[config.mk]
export PLATFORM = sky130hd
export DESIGN_NAME = mem_stage
export DESIGN_NICKNAME = d
export VERILOG_FILES = /design/src/rtl/mem_pkg.sv /design/src/rtl/mem_load_align.sv /design/src/rtl/mem_stage.sv
export SDC_FILE = /design/constraint.sdc
export NUM_CORES = 1
export LEC_CHECK = 0
export BUFFER_PORTS_ARGS = -buffer_cell sky130_fd_sc_hd__buf_4
export CAP_MARGIN = 20
export CORE_MARGIN = 8
export CORE_UTILIZATION = 40
export CTS_BUF_LIST = sky130_fd_sc_hd__clkbuf_4
export DETAILED_ROUTE_END_ITERATION = 10
export GPL_TIMING_DRIVEN = 0
export PLACE_DENSITY_LB_ADDON = 0.25
export SKIP_LAST_GASP = 1
export SLEW_MARGIN = 20
export SYNTH_ARGS = -nofsm -noshare
export SYNTH_HDL_FRONTEND = slang
export SYNTH_SLANG_ARGS = --single-unit
[constraint.sdc]
create_clock -name clk -period 2.65 [get_ports clk]
set_input_delay 0.265 -clock clk [delete_from_list [all_inputs] [get_ports clk]]
set_output_delay 0.265 -clock clk [all_outputs]
set_load 0.01 [all_outputs]
[src/rtl/mem_pkg.sv]
// Shared constants, FSM state type and the access-legality check for the
// memory-access pipeline stage.
package mem_pkg;

    // Load funct3 encodings
    localparam logic [2:0] F3_LB  = 3'b000;
    localparam logic [2:0] F3_LH  = 3'b001;
    localparam logic [2:0] F3_LW  = 3'b010;
    localparam logic [2:0] F3_LBU = 3'b100;
    localparam logic [2:0] F3_LHU = 3'b101;

    // Store funct3 encodings
    localparam logic [2:0] F3_SB  = 3'b000;
    localparam logic [2:0] F3_SH  = 3'b001;
    localparam logic [2:0] F3_SW  = 3'b010;

    // Write-back select encodings
    localparam logic [1:0] WB_ALU = 2'b00;
    localparam logic [1:0] WB_MEM = 2'b01;
    localparam logic [1:0] WB_PC4 = 2'b10;

    typedef enum logic {
        IDLE   = 1'b0,
        ACCESS = 1'b1
    } state_e;

    // True when a memory op must not reach the bus: undefined size/sign
    // encodings, unsigned variants on a store, or a misaligned half/word.
    function automatic logic access_fault(input logic       is_store,
                                          input logic [2:0] funct3,
                                          input logic [1:0] addr_lsb);
        logic bad;
        bad = 1'b0;
        case (funct3)
            F3_LB:  bad = 1'b0;
            F3_LH:  bad = addr_lsb[0];
            F3_LW:  bad = (addr_lsb != 2'b00);
            F3_LBU: bad = is_store;
            F3_LHU: bad = is_store | addr_lsb[0];
            default: bad = 1'b1;
        endcase
        return bad;
    endfunction

endpackage

[src/rtl/mem_load_align.sv]
// Selects the addressed byte/halfword of a returned memory word and
// sign- or zero-extends it according to the load funct3.
module mem_load_align
    import mem_pkg::*;
(
    input  logic [2:0]  funct3_i,
    input  logic [1:0]  addr_i,
    input  logic [31:0] rdata_i,
    output logic [31:0] data_o
);

    logic [31:0] shifted;

    // Move the addressed lane down to bit 0 before extension
    assign shifted = rdata_i >> {addr_i, 3'b000};

    // Extend the selected lane to a full word
    always_comb begin
        data_o = rdata_i;
        case (funct3_i)
            F3_LB:   data_o = {{24{shifted[7]}}, shifted[7:0]};
            F3_LH:   data_o = {{16{shifted[15]}}, shifted[15:0]};
            F3_LBU:  data_o = {24'h000000, shifted[7:0]};
            F3_LHU:  data_o = {16'h0000, shifted[15:0]};
            default: data_o = rdata_i;
        endcase
    end

endmodule

[src/rtl/mem_stage.sv]
// Memory-access pipeline stage: issues byte-enabled loads/stores to data
// memory with a ready handshake, aligns load data and registers the result
// into the MEM/WB pipeline register.
module mem_stage
    import mem_pkg::*;
#(
    parameter int DATA_WIDTH     = 32,
    parameter int ADDR_WIDTH     = 32,
    parameter int REG_ADDR_WIDTH = 5
) (
    input  logic                      clk,
    input  logic                      rst_n,
    input  logic                      flush,
    input  logic                      ex_valid,
    input  logic [DATA_WIDTH-1:0]     ex_alu_result,
    input  logic [DATA_WIDTH-1:0]     ex_store_data,
    input  logic [DATA_WIDTH-1:0]     ex_pc_plus_4,
    input  logic [REG_ADDR_WIDTH-1:0] ex_rd,
    input  logic                      ex_reg_write,
    input  logic [1:0]                ex_wb_sel,
    input  logic                      ex_mem_read,
    input  logic                      ex_mem_write,
    input  logic [2:0]                ex_funct3,
    output logic                      stall_o,
    output logic                      dmem_req,
    output logic                      dmem_we,
    output logic [ADDR_WIDTH-1:0]     dmem_addr,
    output logic [3:0]                dmem_be,
    output logic [DATA_WIDTH-1:0]     dmem_wdata,
    input  logic                      dmem_ready,
    input  logic [DATA_WIDTH-1:0]     dmem_rdata,
    output logic                      wb_valid,
    output logic [DATA_WIDTH-1:0]     wb_alu_result,
    output logic [DATA_WIDTH-1:0]     wb_mem_data,
    output logic [DATA_WIDTH-1:0]     wb_pc_plus_4,
    output logic [1:0]                wb_sel_o,
    output logic [REG_ADDR_WIDTH-1:0] wb_rd,
    output logic                      wb_reg_write,
    output logic                      mem_fault_o
);

    state_e                    state_q, state_d;

    // Access registers, held stable for the whole ACCESS phase
    logic [ADDR_WIDTH-1:0]     addr_q, addr_d;
    logic [3:0]                be_q, be_d;
    logic [DATA_WIDTH-1:0]     wdata_q, wdata_d;
    logic                      we_q, we_d;
    logic [2:0]                funct3_q, funct3_d;
    logic [REG_ADDR_WIDTH-1:0] rd_q, rd_d;
    logic                      rw_q, rw_d;
    logic [1:0]                sel_q, sel_d;
    logic [DATA_WIDTH-1:0]     alu_q, alu_d;
    logic [DATA_WIDTH-1:0]     pc4_q, pc4_d;

    // MEM/WB pipeline register
    logic                      wb_valid_q, wb_valid_d;
    logic [DATA_WIDTH-1:0]     wb_alu_q, wb_alu_d;
    logic [DATA_WIDTH-1:0]     wb_mem_q, wb_mem_d;
    logic [DATA_WIDTH-1:0]     wb_pc4_q, wb_pc4_d;
    logic [1:0]                wb_sel_q, wb_sel_d;
    logic [REG_ADDR_WIDTH-1:0] wb_rd_q, wb_rd_d;
    logic                      wb_rw_q, wb_rw_d;
    logic                      fault_q, fault_d;

    logic                      accept;
    logic                      is_mem;
    logic                      is_store;
    logic                      fault;
    logic [3:0]                store_be;
    logic [DATA_WIDTH-1:0]     store_wdata;
    logic [DATA_WIDTH-1:0]     load_data;

    assign accept   = ex_valid & ~flush;
    assign is_mem   = ex_mem_read | ex_mem_write;
    // A request with both read and write set behaves as a store
    assign is_store = ex_mem_write;
    assign fault    = access_fault(is_store, ex_funct3, ex_alu_result[1:0]);

    // Store lane enables and lane-replicated write data
    always_comb begin
        store_be    = 4'b1111;
        store_wdata = ex_store_data;
        case (ex_funct3[1:0])
            2'b00: begin
                store_be    = 4'b0001 << ex_alu_result[1:0];
                store_wdata = {4{ex_store_data[7:0]}};
            end
            2'b01: begin
                store_be    = 4'b0011 << ex_alu_result[1:0];
                store_wdata = {2{ex_store_data[15:0]}};
            end
            default: begin
                store_be    = 4'b1111;
                store_wdata = ex_store_data;
            end
        endcase
    end

    mem_load_align u_align (
        .funct3_i (funct3_q),
        .addr_i   (addr_q[1:0]),
        .rdata_i  (dmem_rdata),
        .data_o   (load_data)
    );

    // Next-state logic for the FSM, access registers and MEM/WB register
    always_comb begin
        state_d    = state_q;
        addr_d     = addr_q;
        be_d       = be_q;
        wdata_d    = wdata_q;
        we_d       = we_q;
        funct3_d   = funct3_q;
        rd_d       = rd_q;
        rw_d       = rw_q;
        sel_d      = sel_q;
        alu_d      = alu_q;
        pc4_d      = pc4_q;
        wb_valid_d = 1'b0;
        wb_alu_d   = wb_alu_q;
        wb_mem_d   = wb_mem_q;
        wb_pc4_d   = wb_pc4_q;
        wb_sel_d   = wb_sel_q;
        wb_rd_d    = wb_rd_q;
        wb_rw_d    = wb_rw_q;
        fault_d    = 1'b0;

        case (state_q)
            IDLE: begin
                if (accept) begin
                    if (!is_mem || fault) begin
                        // Completes immediately; a faulting access never
                        // reaches the bus and must not write a register
                        wb_valid_d = 1'b1;
                        wb_alu_d   = ex_alu_result;
                        wb_pc4_d   = ex_pc_plus_4;
                        wb_sel_d   = ex_wb_sel;
                        wb_rd_d    = ex_rd;
                        wb_rw_d    = is_mem ? 1'b0 : ex_reg_write;
                        fault_d    = is_mem;
                    end else begin
                        state_d  = ACCESS;
                        addr_d   = ex_alu_result[ADDR_WIDTH-1:0];
                        be_d     = is_store ? store_be : 4'b1111;
                        wdata_d  = is_store ? store_wdata : '0;
                        we_d     = is_store;
                        funct3_d = ex_funct3;
                        rd_d     = ex_rd;
                        rw_d     = ex_reg_write;
                        sel_d    = ex_wb_sel;
                        alu_d    = ex_alu_result;
                        pc4_d    = ex_pc_plus_4;
                    end
                end
            end
            ACCESS: begin
                // flush is deliberately not looked at: the access is committed
                if (dmem_ready) begin
                    state_d    = IDLE;
                    wb_valid_d = 1'b1;
                    wb_alu_d   = alu_q;
                    wb_pc4_d   = pc4_q;
                    wb_sel_d   = sel_q;
                    wb_rd_d    = rd_q;
                    wb_rw_d    = we_q ? 1'b0 : rw_q;
                    wb_mem_d   = we_q ? '0 : load_data;
                end
            end
            default: state_d = IDLE;
        endcase
    end

    // State and pipeline registers with asynchronous reset
    always_ff @(posedge clk or negedge rst_n) begin
        if (!rst_n) begin
            state_q    <= IDLE;
            addr_q     <= '0;
            be_q       <= '0;
            wdata_q    <= '0;
            we_q       <= 1'b0;
            funct3_q   <= '0;
            rd_q       <= '0;
            rw_q       <= 1'b0;
            sel_q      <= '0;
            alu_q      <= '0;
            pc4_q      <= '0;
            wb_valid_q <= 1'b0;
            wb_alu_q   <= '0;
            wb_mem_q   <= '0;
            wb_pc4_q   <= '0;
            wb_sel_q   <= '0;
            wb_rd_q    <= '0;
            wb_rw_q    <= 1'b0;
            fault_q    <= 1'b0;
        end else begin
            state_q    <= state_d;
            addr_q     <= addr_d;
            be_q       <= be_d;
            wdata_q    <= wdata_d;
            we_q       <= we_d;
            funct3_q   <= funct3_d;
            rd_q       <= rd_d;
            rw_q       <= rw_d;
            sel_q      <= sel_d;
            alu_q      <= alu_d;
            pc4_q      <= pc4_d;
            wb_valid_q <= wb_valid_d;
            wb_alu_q   <= wb_alu_d;
            wb_mem_q   <= wb_mem_d;
            wb_pc4_q   <= wb_pc4_d;
            wb_sel_q   <= wb_sel_d;
            wb_rd_q    <= wb_rd_d;
            wb_rw_q    <= wb_rw_d;
            fault_q    <= fault_d;
        end
    end

    assign stall_o       = (state_q == ACCESS);
    assign dmem_req      = (state_q == ACCESS);
    assign dmem_we       = we_q;
    assign dmem_addr     = {addr_q[ADDR_WIDTH-1:2], 2'b00};
    assign dmem_be       = be_q;
    assign dmem_wdata    = wdata_q;

    assign wb_valid      = wb_valid_q;
    assign wb_alu_result = wb_alu_q;
    assign wb_mem_data   = wb_mem_q;
    assign wb_pc_plus_4  = wb_pc4_q;
    assign wb_sel_o      = wb_sel_q;
    assign wb_rd         = wb_rd_q;
    assign wb_reg_write  = wb_rw_q;
    assign mem_fault_o   = fault_q;

endmodule

# After elaboration in Yosys (flattened, before gate mapping)
# Index checks and enable logic that the tools add are counted.
[totals]
romBits = 0
memories = 0
register_bits = 219
latchBits = 0
ramBits = 0
[op_classes]
addsub = 0
order_cmp = 0
n_shift = 3
n_reduce_logical = 9
muxes = 40
bitwise = 6
div = 0
mul = 0
n_eq_ne = 11
[ops]
columns = ["op", "n"]
rows = [
  ["$mux 32", 8],
  ["$pmux 32 s2", 3],
  ["$pmux 32 s4", 1],
  ["$shr 32x5->16", 1],
  ["$mux 5", 3],
  ["$mux 1", 14],
  ["$eq 3x3->1 const B", 4],
  ["$pmux 5 s2", 1],
  ["$pmux 4 s2", 1],
  ["$eq 3x1->1 const B", 2],
  ["$logic_not 3->1", 2],
  ["$mux 2", 3],
  ["$ne 2x2->1 const B", 3],
  ["$pmux 1 s2", 3],
  ["$reduce_and 3->1", 2],
  ["$pmux 1 s5", 1],
  ["$mux 4", 1],
  ["$pmux 2 s2", 1],
  ["$shl 1x2->4 const A", 1],
  ["$shl 2x2->4 const A", 1],
  ["$eq 3x2->1 const B", 1],
  ["$not 1->1", 3],
  ["$eq 2x1->1 const B", 1],
  ["$logic_not 2->1", 1],
  ["other kinds (6)", 7],
]

# Depth between registers and ports, before layout
[depth]
ltp_word = 6
ltp_mapped = 7
depth_no_buf = 4

# Hierarchy
# From an unflattened synthesis, not the netlist that was laid out.
[hier_totals]
cells_unflattened = 898
area_unflattened_um2 = 10979.3
[by_module_without_submodules]
columns = ["module", "cells_each", "seq_area_each_um2", "area_per_inst_um2", "n_inst"]
rows = [
  ["mem_stage", 792, 5480.3, 10287.4, 1],
  ["mem_load_align", 106, 0.0, 691.9, 1],
]

# Least setup slack after synthesis
# OpenSTA, ideal clock, no wires.
[synth_timing]
path_kind = "register to register"
start = "register state_q, in the netlist dmem_req"
end = "register wb_alu_q[22], in the netlist wb_alu_result[22]"
path_buffers = 3
t_required_ns = 2.523
arrival_time_ns = 1.899
path_stages_with_launch = 6
path_slack_ns = 0.624
cell_sequence = "dfrtp_1 clkbuf_1 clkbuf_1 clkbuf_1 mux2_2 mux2_1"
[synth_between]
elab_chain_len = 3
word_cells_on_any_way = 6
classes_between = "eq/ne (3); mux (1); bitwise (1); reduce/logical (1)"
[synth_rtl]
columns = ["item", "line", "source"]
rows = [
  ["from (decl)", "mem_stage.sv:42", "state_e state_q, state_d;"],
  ["from (signal assigned)", "mem_stage.sv:197", "state_q <= state_d;"],
  ["$not 1->1 (no line)", "n/a", ""],
  ["$ne 2x2->1 (no line)", "n/a", ""],
  ["$reduce_and 3->1 (no line)", "n/a", ""],
  ["to (signal assigned)", "mem_stage.sv:209", "wb_alu_q <= wb_alu_d;"],
  ["to (decl)", "mem_stage.sv:58", "logic [DATA_WIDTH-1:0] wb_alu_q, wb_alu_d;"],
]
# Parallel ways exist; a longest one is shown, timed or not.
# A chain may end at the register's enable or synchronous reset.

# Worst setup path in the final report
[layout_timing]
start = "register state_q, in the netlist dmem_req"
end = "register wb_mem_q[23], in the netlist wb_mem_data[23]"
[layout_between]
elab_chain_len = 1
[layout_rtl]
columns = ["item", "line", "source"]
rows = [
  ["$reduce_and 2->1 (no line)", "n/a", ""],
  ["to (signal assigned)", "mem_stage.sv:210", "wb_mem_q <= wb_mem_d;"],
  ["to (decl)", "mem_stage.sv:59", "logic [DATA_WIDTH-1:0] wb_mem_q, wb_mem_d;"],
]
# Every way passes these cells.

==> flow_metrics.py <==
metrics = {
    "outcome": {
        "status": "finished, final reports clean",
    },
    "worst_setup_path": {
        "worstPathArrival_ns": 3.02,
        "reg2reg_slack_ns": 0.25,
        "worstPathRequired_ns": 3.27,
        "critPathMaxFanout": 10,
        "worst-setup-path-type": "reg -> reg",
        "end_kind": "flip-flop",
        "start_kind": "flip-flop",
    },
    "timing": {
        "rsz0062_at_grt": "false",
        "period_needed_ns": 2.40,
        "timing.fmax_mhz": 417,
        "fin_crit_sh": 0.905,
        "slew_headroom": 0.326,
        "finalHoldViolCount": 0,
        "tightest_slew_ns": 1.00,
        "setup_viol": 0,
        "drv_slew": 0,
        "holdWs_ns": 0.0538,
        "fin_worst_skew_ns": 0.0319,
    },
    "drt": {
        "vias": 8520,
        "drt_iter0_drc": 443,
        "ant_nets": 0,
        "drt-vias-per-instance": 4.93,
        "routed_wirelength_um": 32700,
        "drtPass1Iterations": 4,
        "wire_per_inst_um": 18.9,
        "drc": 0,
    },
    "floorplanning": {
        "die_y_um": 177,
        "row_count": 59,
        "initial_utilization": 0.403,
        "coreArea_um2": 25700,
        "ios": 323,
        "die_x_um": 177,
        "dieArea_um2": 31300,
    },
    "cts": {
        "cts_setup_buffers": 0,
        "h-tree-depth": 2,
        "clock_path_buffers": 3,
        "cts_root_buffer": "clkbuf_4",
        "clk_pin_slew_ns": 0.06,
        "cts_buffers": 60,
        "cts_tree": "built",
        "clock_sinks": 219,
        "clock_latency_ns": 0.68,
    },
    "synthesis": {
        "yosysSeqAreaShare": 0.530,
        "synth_edf_count": 0,
        "synthesis.area_um2": 10300,
        "synth_cells": 830,
        "synthFlopType": "dfrtp_1",
        "ys_ff_latch": 219,
        "ys_types": 45,
        "async_flop_share": 1.00,
        "avgSynthCellArea_um2": 12.5,
        "synth_warnings": 0,
    },
    "hold_path": {
        "min-delay-path-class": "in -> reg",
    },
    "placement": {
        "dpl.hpwl_um": 23100,
        "gp_congestion": 0.870,
        "dp_cells": 1486,
        "dpl-instance-area_um2": 13200,
        "port-buffer-count": 318,
    },
    "grt": {
        "grt_pass1_wl_um": 51200,
        "antenna_found_initial": 2,
        "grt_max_degree": 95,
        "grt_pass1_vias": 9334,
        "overflow": 0,
        "grt_util_all_layers": 0.205,
    },
    "pwr": {
        "ir_drop_mv": 0.508,
        "power_leakage_uw": 0.00727,
        "powerDensity_nw_per_um2": 817,
    },
    "finish": {
        "final_cell_area_um2": 15400,
        "fin_nets": 1492,
        "final_cells": 1728,
        "area_growth_pct": 48.8,
        "fill_cells": 2134,
        "post-route-util": 0.599,
        "layout-drive-gt1-share": 0.506,
    },
    "job": {
        "maxCapViolCount": 0,
    },
}
## cells in the mapped netlist (2+ instances only)
library cell  number  area, um2
a21o_1             2       15.0
a21oi_1           12       60.1
a221o_1            6       60.1
a221o_2           10        113
a311oi_1           6       52.6
buf_1              3       11.3
buf_2              9       45.0
buf_4             33        248
buf_6              9        101
clkbuf_1          36        135
dfrtp_1          219       5480
inv_1             16       60.1
mux2_1            17        191
mux2_2           216       2430
mux2i_1           21        210
nand2_1           91        342
nor2_1            15       56.3
o211ai_1           8       60.1
o21ai_0           58        290
o22ai_1            7       43.8
o2bb2ai_1          7       61.3
o41ai_1            6       52.6
## layer usage
layer,vias up,track usage,part of all wire
li1,4004,-,-
met1,4150,0.236,0.40
met2,308,0.349,0.49
met3,58,0.0779,0.090
met4,0,0.0648,0.023
met5,-,0,0
## area by class of cell
cell class | instances | area [um2] | share of cell area
timing repair buffer | 453 | 3780 | 0.246
antenna | 2 | 5.00 | 0.000325
inverter | 17 | 63.8 | 0.00415
multi-input combinational | 505 | 4260 | 0.277
sequential | 219 | 5480 | 0.356
clock inverter | 22 | 193 | 0.0125
clock buffer | 85 | 638 | 0.0415
tap | 335 | 419 | 0.0272
buffer | 90 | 548 | 0.0356
## worst paths after layout
path	from	to	cells past startpoint
worst max-delay path	dmem_req$_DFF_PN0_	wb_mem_data[23]$_DFFE_PN0P_	5
worst min-delay path	ex_store_data[21]	dmem_wdata[21]$_DFFE_PN0P_	4
worst max register to register	dmem_req$_DFF_PN0_	wb_mem_data[23]$_DFFE_PN0P_	5
worst min register to register	wb_mem_data[1]$_DFFE_PN0P_	wb_mem_data[1]$_DFFE_PN0P_	2
max in group asynchronous	rst_n	alu_q[4]$_DFFE_PN0P_	3
min in group asynchronous	rst_n	wb_mem_data[16]$_DFFE_PN0P_	2
## cells by family after synthesis
family	after synthesis	synth area share
AO/OA/AOI/OAI	129	0.0854
buffers and inverters	107	0.0584
flip-flops	219	0.530
multiplexers	255	0.276
other	1	0.000363
AND/OR/NAND/NOR	119	0.0497
## power breakdown
group          switching (uW)  leakage [uW]  internal, uW
Clock                    1440      0.000485          1860
Sequential                602       0.00269          4360
Combinational            1880       0.00409          2430
## layout by cell type (no fill, tap or decap), drive strengths merged, types with 2 or more instances in the layout
cell	count
o41ai	6
bufinv	4
a221oi	2
buf	374
o22ai	7
o211ai	8
clkinv	19
a21o	2
inv	16
dfrtp	219
mux2i	21
diode	2
o2bb2ai	7
a311oi	6
nor2	15
mux2	233
o21ai	59
clkbuf	121
dlygate4sd3	133
conb	2
nor4b	2
nand2	91
o221ai	2
a221o	16
a21oi	13
## sequential cells by signal, indices dropped and copies added, names as in the netlist, 2 cells and up
name / count
alu_q: 32
dmem_wdata: 32
pc4_q: 32
wb_alu_result: 32
wb_mem_data: 32
wb_pc_plus_4: 32
rd_q: 5
wb_rd: 5
dmem_be: 4
funct3_q: 3
sel_q: 2
wb_sel_o: 2
## worst max-delay path: stages, from the launching register on
cell and delay (ns):
dfrtp_1 0.38, clkbuf_1 0.32, nand2_1 0.17, nor3_1 0.79, clkbuf_1 0.44, a221o_2 0.24
## timing repair
item,in CTS,in global routing
endpoints found under the hold margin,423,0
hold buffers,133,0
endpoints found under the setup margin,10,60
resized for setup,1,10
## per-stage QoR
stage / setup TNS (ns) / power, uW / setup slack (ns)
2_1_floorplan: 0 / 6990 / 0.624
3_3_place_gp: -86.20 / 9060 / -0.417
3_5_place_dp: -0.619 / 9180 / -0.0464
4_1_cts: 0 / 12700 / 0.0397
5_1_grt: 0 / 13300 / 0.0338
6_report: 0 / 12600 / 0.252
No activity file was read; power rests on OpenSTA's default activity.
